===== config.mk =====
export PLATFORM = sky130hd
export DESIGN_NAME = detect_event_counter_flat
export DESIGN_NICKNAME = d
export VERILOG_FILES = /design/src/rtl/detect_event_counter_pkg.sv /design/src/rtl/detect_event_counter_if.sv /design/src/rtl/detect_event_counter_sat_counter.sv /design/src/rtl/detect_event_counter.sv /design/src/flat_wrapper.sv
export SDC_FILE = /design/constraint.sdc
export NUM_CORES = 1
export LEC_CHECK = 0
export ABC_AREA = 0
export CORE_MARGIN = 1
export CORE_UTILIZATION = 48
export CTS_CLUSTER_DIAMETER = 150
export CTS_CLUSTER_SIZE = 25
export DETAILED_ROUTE_END_ITERATION = 8
export GPL_ROUTABILITY_DRIVEN = 1
export PLACE_DENSITY = 0.82
export SLEW_MARGIN = 15
export SYNTH_ARGS = -nofsm -noshare
export SYNTH_HDL_FRONTEND = slang
export SYNTH_SLANG_ARGS = --single-unit

===== constraint.sdc =====
create_clock -name clk -period 1.65 [get_ports clk]
set_input_delay 0.165 -clock clk [delete_from_list [all_inputs] [get_ports clk]]
set_output_delay 0.165 -clock clk [all_outputs]
set_load 0.01 [all_outputs]

===== src/rtl/detect_event_counter_pkg.sv =====
// detect_event_counter_pkg: window FSM state encoding and window-count width helper.
package detect_event_counter_pkg;
  typedef enum logic [1:0] {
    IDLE   = 2'd0,
    COUNT  = 2'd1,
    REPORT = 2'd2
  } state_t;
  function automatic int win_w(input int window);
    return $clog2(window + 1);
  endfunction
endpackage


===== src/rtl/detect_event_counter_if.sv =====
// detect_event_counter_if: hit/enable/clear inputs and count/alarm results of the event counter.
interface detect_event_counter_if
  import detect_event_counter_pkg::*;
#(
  parameter int CNT_W  = 16,
  parameter int WINDOW = 16
);
  localparam int WIN_W = win_w(WINDOW);
  logic             hit;
  logic             en;
  logic             clear;
  logic [CNT_W-1:0] total_count;
  logic [WIN_W-1:0] window_count;
  logic             window_valid;
  logic             alarm;
  logic             alarm_sticky;
  modport master (
    output hit, en, clear,
    input  total_count, window_count, window_valid, alarm, alarm_sticky
  );
  modport slave (
    input  hit, en, clear,
    output total_count, window_count, window_valid, alarm, alarm_sticky
  );
endinterface


===== src/rtl/detect_event_counter_sat_counter.sv =====
// sat_counter: up-counter that sticks at all-ones; clr has priority over inc.
module sat_counter #(
  parameter int W = 16
) (
  input  logic         clk,
  input  logic         reset,
  input  logic         inc,
  input  logic         clr,
  output logic [W-1:0] count
);
  always_ff @(posedge clk) begin
    if (reset || clr) count <= '0;
    else if (inc && count != '1) count <= count + W'(1);
  end
endmodule


===== src/rtl/detect_event_counter.sv =====
// detect_event_counter: counts detector hits into a saturating total and fixed windows with alarm.
// Define HIT_EDGE_EN to count only rising edges of hit instead of every high cycle.
module detect_event_counter
  import detect_event_counter_pkg::*;
#(
  parameter int WINDOW = 16,
  parameter int THRESH = 3,
  parameter int CNT_W  = 16
) (
  input logic                  clk,
  input logic                  reset,
  detect_event_counter_if.slave bus
);
  localparam int WIN_W = win_w(WINDOW);
  localparam int CYC_W = $clog2(WINDOW);
  state_t           state;
  logic [CYC_W-1:0] cyc;
  logic [WIN_W-1:0] acc;
  logic [WIN_W-1:0] sum;
  logic             h;
  logic             close;
`ifdef HIT_EDGE_EN
  logic hit_q;
  always_ff @(posedge clk) hit_q <= reset ? 1'b0 : bus.hit;
  assign h = bus.hit & ~hit_q;
`else
  assign h = bus.hit;
`endif
  assign sum   = acc + WIN_W'(h);
  assign close = state == COUNT && bus.en && cyc == CYC_W'(WINDOW - 1);
  sat_counter #(.W(CNT_W)) u_total (
    .clk  (clk),
    .reset(reset),
    .inc  (h),
    .clr  (bus.clear),
    .count(bus.total_count)
  );
  always_ff @(posedge clk) begin
    if (reset) begin
      state            <= IDLE;
      cyc              <= '0;
      acc              <= '0;
      bus.window_count <= '0;
      bus.window_valid <= 1'b0;
      bus.alarm        <= 1'b0;
    end else begin
      bus.window_valid <= 1'b0;
      case (state)
        IDLE: if (bus.en) begin
          state <= COUNT;
          cyc   <= '0;
          acc   <= '0;
        end
        COUNT: if (!bus.en) state <= IDLE;
        else if (close) begin
          state            <= REPORT;
          bus.window_valid <= 1'b1;
          bus.window_count <= sum;
          bus.alarm        <= sum >= WIN_W'(THRESH);
        end else begin
          acc <= sum;
          cyc <= cyc + CYC_W'(1);
        end
        REPORT: begin
          cyc   <= '0;
          acc   <= WIN_W'(h);
          state <= bus.en ? COUNT : IDLE;
        end
        default: state <= IDLE;
      endcase
    end
  end
  // clear beats an alarm being loaded in the same cycle
  always_ff @(posedge clk) begin
    if (reset || bus.clear) bus.alarm_sticky <= 1'b0;
    else if (close && sum >= WIN_W'(THRESH)) bus.alarm_sticky <= 1'b1;
  end
endmodule

===== src/flat_wrapper.sv =====
// flat-port wrapper written by rule: the top's interface ports become plain ports
module detect_event_counter_flat import detect_event_counter_pkg::*;
#(
  parameter int WINDOW = 16,
  parameter int THRESH = 3,
  parameter int CNT_W  = 16
)
  (clk, reset, bus_hit, bus_en, bus_clear, bus_total_count, bus_window_count, bus_window_valid, bus_alarm, bus_alarm_sticky);
  detect_event_counter_if #(.CNT_W(CNT_W), .WINDOW(WINDOW)) bus_i ();
  input logic clk;
  input logic reset;
  input wire logic [$bits(bus_i.hit)-1:0] bus_hit;
  input wire logic [$bits(bus_i.en)-1:0] bus_en;
  input wire logic [$bits(bus_i.clear)-1:0] bus_clear;
  output wire logic [$bits(bus_i.total_count)-1:0] bus_total_count;
  output wire logic [$bits(bus_i.window_count)-1:0] bus_window_count;
  output wire logic [$bits(bus_i.window_valid)-1:0] bus_window_valid;
  output wire logic [$bits(bus_i.alarm)-1:0] bus_alarm;
  output wire logic [$bits(bus_i.alarm_sticky)-1:0] bus_alarm_sticky;
  assign bus_i.hit = bus_hit;
  assign bus_i.en = bus_en;
  assign bus_i.clear = bus_clear;
  assign bus_total_count = bus_i.total_count;
  assign bus_window_count = bus_i.window_count;
  assign bus_window_valid = bus_i.window_valid;
  assign bus_alarm = bus_i.alarm;
  assign bus_alarm_sticky = bus_i.alarm_sticky;
  detect_event_counter #(.WINDOW(WINDOW), .THRESH(THRESH), .CNT_W(CNT_W)) u_core (.clk(clk), .reset(reset), .bus(bus_i));
endmodule

==> impl_metrics.ini <==
[global_routing]
track_usage_pct = 23.98
antenna_found_initial = 0
grt_pass1_vias = 1759
grt_max_degree = 22
grt_pass1_wl_um = 7665
grt-ovfl-total = 0

[outcome]
status = finished, violations left
violations = negative setup slack

[cts]
clock_sinks = 35
clock-root-buffer = clkbuf_8
cts_tree = done
clk_path_buf_depth = 2
cts_buffers = 5
h-tree-depth = 2
path_clk_slew_ps = 70
ctsHoldBuffers = 0
clk_latency_ps = 290

[cells_and_area]
design_area_um2 = 2698
drive_gt1_share_pct = 28.11
area_growth_pct = 47.87
fin_nets = 293
antenna_cells = 0
final_util_pct = 73.68

[routing]
ant_nets = 0
drt_first_pass_iters = 4
drt-vias-per-instance = 5.970
dr_total_vias = 1964
avgRoutedWirePerCell_um = 15.36
drt_wl_total_um = 5055
drc = 0
drt_iter0_markers = 154

[synth]
synthFlopType = dfxtp_1
syn_area_um2 = 1824
synth-seq-cells = 35
synth_enable_flop_cells = 0
synth_area_per_cell_um2 = 8.646
yosysSeqAreaShare_pct = 38.41
synth_cell_type_count = 49
async_flop_share_pct = 0
synth_warnings = 0
synth_cells = 211
synth_nets = 224

[timing]
fin_worst_skew_ps = 3.877
period_minus_slack_ps = 1706
finalSetupTns_ps = -55.89
tightestPinTransition_ps = 405.3
final_max_slew_viol_count = 0
slew_headroom_pct = 72.78
hold_viol_final = 0
hold_slack_ps = 376.7
rsz0062_at_grt = true
setup_viol = 1
fin_ws_ps = -55.89
min_period_over_period_pct = 103.4
fmax_mhz = 586.2

[setup_path]
path_max_fanout = 6
cp-end-kind = flop
worstPathArrival_ps = 1860
cp-start-kind = flop
critPathKind = flop to flop
crit_required_ps = 1810

[floorplan]
initial_core_util_pct = 49.83
die_w_um = 63.65
fp.dieH_um = 63.65
fp.coreArea_um2 = 3661
die_area_um2 = 4051
io_pins = 29
row_count = 22

[min_path]
hp-class = input port to flop

[pwr]
ir_worst_vdd_uv = 505.9
p_leak_uw = 0.0009662
pwr_density_cell_nw_per_um2 = 676.8

[placed_design]
port-buffer-count = 28
gp_congestion = 0.8556
hpwl_um = 3157
placedInstanceArea_um2 = 2411

[job]
cap_violations = 0
[cells in the mapped netlist, types with 2 or more instances]
library cell | count | area share, %
o31ai_1 | 2 | 0.82
nand2_1 | 19 | 3.9
ha_1 | 8 | 5.5
xnor2_1 | 3 | 1.4
nor3_1 | 3 | 0.82
nor4_4 | 2 | 2.3
a2111o_1 | 2 | 1.2
nor4_1 | 2 | 0.69
a211oi_1 | 5 | 2.1
o311ai_0 | 3 | 1.4
xor2_1 | 2 | 0.96
mux2i_1 | 2 | 1.1
o32ai_1 | 3 | 1.4
dfxtp_1 | 35 | 38
a21oi_1 | 18 | 4.9
nor2_1 | 14 | 2.9
nand2_2 | 2 | 0.69
or4_1 | 3 | 1.2
inv_1 | 7 | 1.4
or3_1 | 9 | 3.1
nand3_1 | 11 | 3.0
o211ai_1 | 3 | 1.2
and3_1 | 5 | 1.7
o41ai_1 | 3 | 1.4
o21ai_0 | 8 | 2.2
a31oi_1 | 3 | 1.0
nand4_1 | 9 | 3.1
clkbuf_1 | 3 | 0.62
buf_2 | 2 | 0.55
[through the flow]
| stage | setup slack [ps] | total power (uW) | instances |
|---|---|---|---|
| 5_1_grt | -138.5 | 1888 | 329 |
| 3_3_place_gp | -263.7 | 1006 | 318 |
| 3_5_place_dp | -400.7 | 1006 | 318 |
| 2_1_floorplan | 1.135 | 941.2 | 211 |
| 6_report | -55.89 | 1826 | 329 |
| 4_1_cts | 8.761 | 1799 | 326 |
[worst paths after layout]
kind                                    from                         end  slack [ps]  cells after the start
setup / recovery     u_core.u_total.count[0]    u_core.u_total.count[10]         -60                      5
hold / removal                       bus_hit  u_core.bus.window_count[0]         380                      4
setup reg to reg     u_core.u_total.count[0]    u_core.u_total.count[10]         -60                      5
hold reg to reg   u_core.bus.window_count[0]  u_core.bus.window_count[0]         490                      2
[where the power goes]
group	switching, uW	internal, uW
Clock	319	489
Combinational	80.1	80.2
Sequential	9.59	848
[state kept, by name, summed over array words and instances, names as in the netlist]
| register | flops |
|---|---|
| u_core.u_total.count | 16 |
| u_core.acc | 5 |
| u_core.bus.window_count | 5 |
| u_core.cyc | 4 |
| u_core.state | 2 |
| u_core.bus.alarm | 1 |
| u_core.bus.alarm_sticky | 1 |
| u_core.bus.window_valid | 1 |
[logic make-up (layout without fill, tap and decap cells)]
| kind of cell | count (synthesis) | in the layout | share of synthesized area, % |
|---|---|---|---|
| AOI/OAI and AO/OA | 60 | 60 | 22.16 |
| xor gates and xnor gates | 5 | 5 | 2.401 |
| adders and majority gates | 8 | 8 | 5.487 |
| buffers and inverters | 14 | 84 | 3.635 |
| DFF | 35 | 35 | 38.41 |
| muxes | 2 | 2 | 1.097 |
| and+or+nand+nor | 87 | 87 | 26.82 |
[placed cells by master, fill, tap and decap left out, drive strengths merged, types with 2 or more instances in the layout]
master / netlist / final
a2111o: 2 / 2
a211oi: 5 / 5
a21oi: 18 / 18
a31oi: 3 / 3
and3: 5 / 5
buf: 4 / 41
clkbuf: 3 / 6
clkdlybuf4s50: 0 / 27
dfxtp: 35 / 35
ha: 8 / 8
inv: 7 / 7
mux2i: 2 / 2
nand2: 21 / 21
nand3: 11 / 11
nand4: 9 / 9
nor2: 15 / 15
nor3: 3 / 3
nor4: 4 / 4
o211ai: 3 / 3
o21ai: 9 / 9
o311ai: 3 / 3
o31ai: 2 / 2
o32ai: 3 / 3
o41ai: 3 / 3
or3: 9 / 9
or4: 3 / 3
xnor2: 3 / 3
xor2: 2 / 2
[cell type report]
type | count | area, um2
flip-flops and latches | 35 | 713.2
well taps | 48 | 60.06
clock inverters | 2 | 35.03
clock buffers | 6 | 82.58
multi-input cells | 162 | 1180
fillers | 245 | 963.4
inverters | 7 | 28.78
repair buffers | 69 | 598.1
[what timing repair did]
action	4_1_cts	5_1_grt
endpoints found under the setup margin	4	18
pin swaps	0	9
gates cloned	0	0
resized for setup	5	33
endpoints found under the hold margin	0	0
buffers inserted	0	3
[worst max-delay path: stages (launching register included)]
cell and delay (ps):
dfxtp_1 440, ha_1 290, nand2_2 130, buf_4 170, o311ai_0 390, o41ai_1 140
[layer usage]
metal / GRT usage (%) / share of wire [%]
met4: 9.943 / 2.6
met2: 38.70 / 50
met5: 0 / 0
met1: 30.59 / 41
met3: 5.254 / 6.4
No activity file was read; power rests on OpenSTA's default activity.
